===== src/rtl/crc_pkg.sv =====
// Shared widths, memory depth and arbiter state encoding for the CRC memory arbiter slice.
package crc_pkg;

  localparam int CRC_ADDR_W = 10;
  localparam int CRC_DATA_W = 8;
  localparam int MEM_DEPTH  = 1024;

  typedef enum logic [1:0] {
    IDLE,
    ACC,
    RESP
  } arb_state_t;

endpackage


===== src/rtl/rr_arb2.sv =====
// Two-way round-robin pick: a lone requester wins, a tie goes to the port not served last.
module rr_arb2 (
  input  logic       req_a,
  input  logic       req_b,
  input  logic       last_a,  // 1: port A was the last one granted
  output logic [1:0] win      // one-hot, [0]=A, [1]=B
);

  always_comb begin
    win = 2'b00;
    if (req_a && req_b) begin
      win = last_a ? 2'b10 : 2'b01;
    end else if (req_a) begin
      win = 2'b01;
    end else if (req_b) begin
      win = 2'b10;
    end
  end

endmodule


===== src/rtl/crc_mem_arb.sv =====
// Shares one single-port synchronous RAM between a host (A, read/write) and a CRC
// scanner (B, read-only), and flags host writes that land inside a CRC pass.
module crc_mem_arb
  import crc_pkg::*;
#(
  parameter int ADDR_W = CRC_ADDR_W,
  parameter int DATA_W = CRC_DATA_W
) (
  input  logic              clk50m,
  input  logic              rst_n,
  input  logic              a_req,
  input  logic              a_we,
  input  logic [ADDR_W-1:0] a_addr,
  input  logic [DATA_W-1:0] a_wdata,
  output logic              a_gnt,
  output logic              a_rvalid,
  output logic [DATA_W-1:0] a_rdata,
  input  logic              b_req,
  input  logic [ADDR_W-1:0] b_addr,
  output logic              b_gnt,
  output logic              b_rvalid,
  output logic [DATA_W-1:0] b_rdata,
  output logic              mem_en,
  output logic              mem_we,
  output logic [ADDR_W-1:0] mem_addr,
  output logic [DATA_W-1:0] mem_wdata,
  input  logic [DATA_W-1:0] mem_rdata,
  input  logic              scan_active,
  output logic              mod_flag
);

  arb_state_t        state_q, state_d;
  logic              last_a_q, last_a_d;
  logic              srv_a_q, srv_a_d;
  logic              srv_rd_q, srv_rd_d;
  logic              a_gnt_q, a_gnt_d;
  logic              b_gnt_q, b_gnt_d;
  logic              a_rvalid_q, a_rvalid_d;
  logic              b_rvalid_q, b_rvalid_d;
  logic              mem_en_q, mem_en_d;
  logic              mem_we_q, mem_we_d;
  logic [ADDR_W-1:0] mem_addr_q, mem_addr_d;
  logic [DATA_W-1:0] mem_wdata_q, mem_wdata_d;
  logic              mod_flag_q, mod_flag_d;
  logic              scan_prev_q, scan_prev_d;
  logic [1:0]        win;
  logic              scan_rise;

  rr_arb2 u_rr_arb2 (
    .req_a  (a_req),
    .req_b  (b_req),
    .last_a (last_a_q),
    .win    (win)
  );

  always_comb begin
    // NOTE: every _d gets a default before the case so no path can leave one unassigned and infer a latch.
    state_d     = state_q;
    last_a_d    = last_a_q;
    srv_a_d     = srv_a_q;
    srv_rd_d    = srv_rd_q;
    mem_addr_d  = mem_addr_q;
    mem_wdata_d = mem_wdata_q;
    a_gnt_d     = 1'b0;
    b_gnt_d     = 1'b0;
    a_rvalid_d  = 1'b0;
    b_rvalid_d  = 1'b0;
    mem_en_d    = 1'b0;
    mem_we_d    = 1'b0;

    case (state_q)
      ACC: begin
        state_d    = RESP;
        a_rvalid_d = srv_a_q & srv_rd_q;
        b_rvalid_d = ~srv_a_q & srv_rd_q;
      end
      IDLE, RESP: begin
        state_d = IDLE;
        if (win[0]) begin
          state_d     = ACC;
          mem_en_d    = 1'b1;
          mem_we_d    = a_we;
          mem_addr_d  = a_addr;
          mem_wdata_d = a_wdata;
          a_gnt_d     = 1'b1;
          last_a_d    = 1'b1;
          srv_a_d     = 1'b1;
          srv_rd_d    = ~a_we;
        end else if (win[1]) begin
          state_d     = ACC;
          mem_en_d    = 1'b1;
          mem_addr_d  = b_addr;
          mem_wdata_d = '0;
          b_gnt_d     = 1'b1;
          last_a_d    = 1'b0;
          srv_a_d     = 1'b0;
          srv_rd_d    = 1'b1;
        end
      end
      default: state_d = IDLE;
    endcase

    // A granted write during a pass beats the clear on the pass's first cycle.
    scan_rise   = scan_active & ~scan_prev_q;
    scan_prev_d = scan_active;
    mod_flag_d  = (a_gnt_q & mem_we_q & scan_active) | (mod_flag_q & ~scan_rise);
  end

  // NOTE: sequential state uses non-blocking assignments only, so every flop samples pre-edge values.
  always_ff @(posedge clk50m or negedge rst_n) begin
    if (!rst_n) begin
      state_q     <= IDLE;
      last_a_q    <= 1'b0;
      srv_a_q     <= 1'b0;
      srv_rd_q    <= 1'b0;
      a_gnt_q     <= 1'b0;
      b_gnt_q     <= 1'b0;
      a_rvalid_q  <= 1'b0;
      b_rvalid_q  <= 1'b0;
      mem_en_q    <= 1'b0;
      mem_we_q    <= 1'b0;
      mem_addr_q  <= '0;
      mem_wdata_q <= '0;
      mod_flag_q  <= 1'b0;
      scan_prev_q <= 1'b0;
    end else begin
      state_q     <= state_d;
      last_a_q    <= last_a_d;
      srv_a_q     <= srv_a_d;
      srv_rd_q    <= srv_rd_d;
      a_gnt_q     <= a_gnt_d;
      b_gnt_q     <= b_gnt_d;
      a_rvalid_q  <= a_rvalid_d;
      b_rvalid_q  <= b_rvalid_d;
      mem_en_q    <= mem_en_d;
      mem_we_q    <= mem_we_d;
      mem_addr_q  <= mem_addr_d;
      mem_wdata_q <= mem_wdata_d;
      mod_flag_q  <= mod_flag_d;
      scan_prev_q <= scan_prev_d;
    end
  end

  assign a_gnt     = a_gnt_q;
  assign b_gnt     = b_gnt_q;
  assign a_rvalid  = a_rvalid_q;
  assign b_rvalid  = b_rvalid_q;
  assign a_rdata   = mem_rdata;
  assign b_rdata   = mem_rdata;
  assign mem_en    = mem_en_q;
  assign mem_we    = mem_we_q;
  assign mem_addr  = mem_addr_q;
  assign mem_wdata = mem_wdata_q;
  assign mod_flag  = mod_flag_q;

endmodule


===== config.mk =====
export PLATFORM = sky130hd
export DESIGN_NAME = crc_mem_arb
export DESIGN_NICKNAME = d
export VERILOG_FILES = /design/src/rtl/crc_pkg.sv /design/src/rtl/rr_arb2.sv /design/src/rtl/crc_mem_arb.sv
export SDC_FILE = /design/constraint.sdc
export NUM_CORES = 1
export LEC_CHECK = 0
export CORE_MARGIN = 10
export CORE_UTILIZATION = 39
export DETAILED_ROUTE_END_ITERATION = 10
export GPL_ROUTABILITY_DRIVEN = 0
export HOLD_SLACK_MARGIN = 0.02
export PLACE_DENSITY = 0.95
export SYNTH_ARGS = -nofsm -noshare
export SYNTH_HDL_FRONTEND = slang
export SYNTH_SLANG_ARGS = --single-unit

===== constraint.sdc =====
create_clock -name clk50m -period 1.73 [get_ports clk50m]
set_input_delay 0.173 -clock clk50m [delete_from_list [all_inputs] [get_ports clk50m]]
set_output_delay 0.173 -clock clk50m [all_outputs]
set_load 0.03 [all_outputs]

Word-level counts from Yosys, hierarchy flattened:

Index checks and enable logic that the tools add are counted.

* eq/ne operators: 2
* multiplexer cells: 26
* bitwise gates (word level): 11
* reductions and logical operators: 5

Operators by type and width (number)
* two-way mux 10 bit: 2
* two-way mux 1 bit: 17
* two-way mux 8 bit: 2
* two-way mux 2 bit: 4
* bitwise AND 1 bit: 6
* NOT 1 bit: 4
* case mux 2 bit (2 select lines): 1
* == test 2 x 1 -> 1 bit, second input constant: 1
* == test 2 bit, second input constant: 1
* logical NOT 2 bit: 1
* AND reduction 2 bit: 1
* nonzero test 2 bit: 1
* OR reduction 2 bit: 1
* logical AND 1 bit: 1
* OR 1 bit: 1

* flip-flop bits (word level): 30
* input bits: 42
* output and inout port bits: 41
* logic and storage cells: 57

Longest topological paths before layout:

* depth after elaboration: 6
* mapped depth: 5
* gate-level depth less buffers: 4

Hierarchy:

Synthesis repeated with hierarchy kept, for this count alone.

* cells, all modules: 123
* area total of the unflattened synthesis: 1473.9 um^2

Modules (own cells, without submodules)
* crc_mem_arb: instances 1, cells an instance 120, area an instance 1455.1 um^2, sequential area each 750.7 um^2
* rr_arb2: instances 1, cells an instance 3, area an instance 18.8 um^2, sequential area each 0.0 um^2

Worst setup path after synthesis:

No wires, ideal clock.

* path type: reg-to-reg
* start point: register state_q[0]
* end point: register mem_wdata_q[0], in the netlist mem_wdata[0]
* setup time: 121 ps
* arrival time: 976 ps
* data required time: 1609 ps
* slack: 633 ps
* stages on the path, launching flop included: 5
* path buffers: 2
* period minus slack after synthesis: 1097 ps
* path through: dfrtp_1 o21bai_2 buf_6 buf_8 a22o_1

* cells in the longest elaborated chain, start to end: 3
* elaborated cells between the ends (all ways): 4
* those cells by class: eq/ne: 1; reduce/logical: 3

Ends and longest elaborated chain
* from (decl): RTL line crc_mem_arb.sv:32 `arb_state_t state_q, state_d;`
* from (signal assigned): RTL line crc_mem_arb.sv:127 `state_q <= state_d;`
* == test 2 bit / logical NOT 2 bit (equally long branches): RTL line crc_mem_arb.sv:71 `case (state_q)`
* OR reduction 2 bit *: RTL line crc_mem_arb.sv:71
* AND reduction 2 bit (no line) *
* to (signal assigned): RTL line crc_mem_arb.sv:138 `mem_wdata_q <= mem_wdata_d;`
* to (decl): RTL line crc_mem_arb.sv:43 `logic [DATA_W-1:0] mem_wdata_q, mem_wdata_d;`

Every way passes the cells marked *; elsewhere a longest branch is shown, timed or not.
A chain may end at the register's enable or synchronous reset.

Worst setup path after layout:

* start point: register mem_addr_q[0], in the netlist mem_addr[0]
* end point: output port mem_addr[0]

RTL lines
* from (decl): RTL line crc_mem_arb.sv:42 `logic [ADDR_W-1:0] mem_addr_q, mem_addr_d;`
* from (signal assigned): RTL line crc_mem_arb.sv:137 `mem_addr_q <= mem_addr_d;`
* to (decl): RTL line crc_mem_arb.sv:25 `output logic [ADDR_W-1:0] mem_addr,`

No word-level cell between the ends.

==> flow_summary.toml <==
[run_status]
status = "completed"

[setup_path]
path_class = "reg2out"
worst_ep_arrival_time_ns = 1.38
crit_family = "buffers and inverters"
crit_chain = "clkdlybuf4s50_1"
crit_required_ns = 1.56
path_buf_inv = 1
cp_max_fo = 2
crit_slowest_cell = "clkdlybuf4s50_1"
worstSetupEndpointType = "output port"
cp_slowest_stage_delay_ns = 0.69
start_kind = "register"
r2r_setup_slack_ns = 0.53

[finish]
diodes = 0
fin_nets = 210
final_cell_mix = "clkdlybuf4s50_1 (58), dfrtp_1 (30), a21oi_1 (21)"
final_common_cell = "clkdlybuf4s50_1"
fin_cells = 213
area_growth_pct = 42.4
drive_gt1_frac = 0.0947

[grt]
grt_usage = 0.111
grt_pass1_vias = 1076
grt_pass1_wl_mm = 5.40
grt_util_met3 = 0.0599
grt_max_degree = 31
grt_use_met1 = 0.114
grt_use_met2 = 0.182
grt-ovfl-total = 0
grt.busiest_layer = "met2"
antenna_found_initial = 0

[route]
ant_nets = 0
wl_mm = 3.24
first_iter_violations = 34
drc_errors = 0
via_per_inst = 4.62
dr_total_vias = 985
dr.pass1.iters = 4
wl_per_cell_um = 15.2

[floorplanning]
fp.coreArea_um2 = 3130
rows = 20
die_width_um = 77.9
dieArea_um2 = 6070
ios = 83
initial_core_util = 0.418
fp.dieH_um = 77.9

[sta]
hold_viol = 0
clock_skew_ns = 0.0114
slew_headroom = 0.752
setup_tns_ns = 0
setup_viol = 0
worst_pin_slew_ns = 0.371
layout_min_cycle_time_ns = 1.55
fmax_mhz = 645
rsz0062_at_grt = "no"
timing.final.crit_share = 0.897
final_max_slew_viol_count = 0

[place]
port_buffers = 58
place_hpwl_mm = 2.51
dp_cells = 205

[clock_tree]
postCtsHoldBufs = 0
clock-sinks = 30
cts_setup_buffers = 0
cts_buffers = 5
clkSlewWorstSetupHoldPaths_ns = 0.09
cts_buffer_depth = 2
cts_root_buf = "clkbuf_4"
cts_tree = "built"
clk_latency_ns = 0.32
htreeDepth = 2
cts-resized-gates = 0

[synthesis]
synth_cells = 121
seq_area_frac_synth = 0.574
yosys_register_bits = 30
synth.distinct_cells = 21
synthesis.area_um2 = 1310
syn_area_per_cell_um2 = 10.8
syn_nets = 163
ys_warn_count = 0

[power]
cellPowerDensity_nw_per_um2 = 1100
p_leak_nw = 0.818
irDropWorstVdd_mv = 0.618

[flow_run]
max_cap_viol_count = 0

[min_path]
hold_class = "in2async"
worst paths after layout:
kind                                          from                       end  cells past startpoint
max                        mem_addr[0]$_DFFE_PN0P_               mem_addr[0]                      1
max reg2reg                   state_q[0]$_DFF_PN0_   mem_addr[5]$_DFFE_PN0P_                      4
min in group clk50m                   mem_rdata[4]                a_rdata[4]                      0
min                                          rst_n   mem_addr[5]$_DFFE_PN0P_                      2
max in group asynchronous                    rst_n  mem_wdata[5]$_DFFE_PN0P_                      2
min reg2reg                   state_q[1]$_DFF_PN0_      state_q[1]$_DFF_PN0_                      1
kinds of logic (layout without fill, tap and decap cells):
| logic type | after synthesis | in the layout | synth area share |
|---|---|---|---|
| compound gates | 36 | 36 | 0.189 |
| buf+inv | 25 | 73 | 0.140 |
| flops | 30 | 30 | 0.574 |
| simple gates | 30 | 30 | 0.0967 |
cell usage after synthesis:
library cell / n / share of area
dfrtp_1: 30 / 0.57
a21oi_1: 21 / 0.080
buf_4: 18 / 0.10
nor2_1: 13 / 0.037
nand2_1: 12 / 0.034
a22o_1: 8 / 0.054
inv_1: 3 / 0.0086
a21oi_2: 2 / 0.013
nand2b_1: 2 / 0.0096
a21bo_2: 1 / 0.0077
a21boi_4: 1 / 0.014
a32o_1: 1 / 0.0077
and2_1: 1 / 0.0048
buf_2: 1 / 0.0038
buf_6: 1 / 0.0086
buf_8: 1 / 0.011
clkbuf_2: 1 / 0.0038
nor2b_1: 1 / 0.0048
o21ai_0: 1 / 0.0038
o21bai_2: 1 / 0.0086
or2b_1: 1 / 0.0057
state kept, by name, indices dropped and copies added, names as in the netlist:
name         cells
b_rvalid         1
b_gnt            1
srv_a_q          1
state_q          2
srv_rd_q         1
a_rvalid         1
scan_prev_q      1
mod_flag         1
a_gnt            1
mem_we           1
mem_addr        10
mem_wdata        8
mem_en           1
worst reg2reg max path, cell delays in order, from the launching register on:
cell,delay [ns]
dfrtp_1,0.40
o21bai_2,0.22
inv_1,0.30
nor2_1,0.09
a21oi_1,0.13
report_power, final:
part / total [mW] / switching, mW / internal [mW]
Sequential: 0.894 / 0.0740 / 0.820
Combinational: 0.736 / 0.402 / 0.333
Clock: 0.421 / 0.224 / 0.197
metrics by stage:
stage | setup WS (ns) | util | total power [mW] | hold slack (ns) | instance area, µm²
final | 0.179 | 0.595 | 2.05 | 0.228 | 1860
after global routing | 0.115 | 0.595 | 2.17 | 0.260 | 1860
after CTS | 0.159 | 0.595 | 2.08 | 0.234 | 1860
after detailed placement | 0.221 | 0.576 | 1.65 | 0.346 | 1800
after global placement | 0.287 | 0.576 | 1.64 | 0.346 | 1800
after floorplan | 0.633 | - | 1.38 | -0.123 | 1310
layer usage:
layer,share of wire,wire length (µm),vias to the layer above
met5,0,0,-
met4,0.016,51,0
met3,0.092,297,8
met2,0.52,1670,37
met1,0.38,1210,458
li1,-,-,482
area by class of cell:
class | count | area (µm²)
Fill cell | 264 | 1270
Sequential cell | 30 | 751
Timing Repair Buffer | 62 | 611
Multi-Input combinational cell | 66 | 374
Clock buffer | 7 | 55.1
Tap cell | 44 | 55.1
Inverter | 3 | 11.3
Clock inverter | 1 | 5.00
Power figures use the tool's default switching activity.
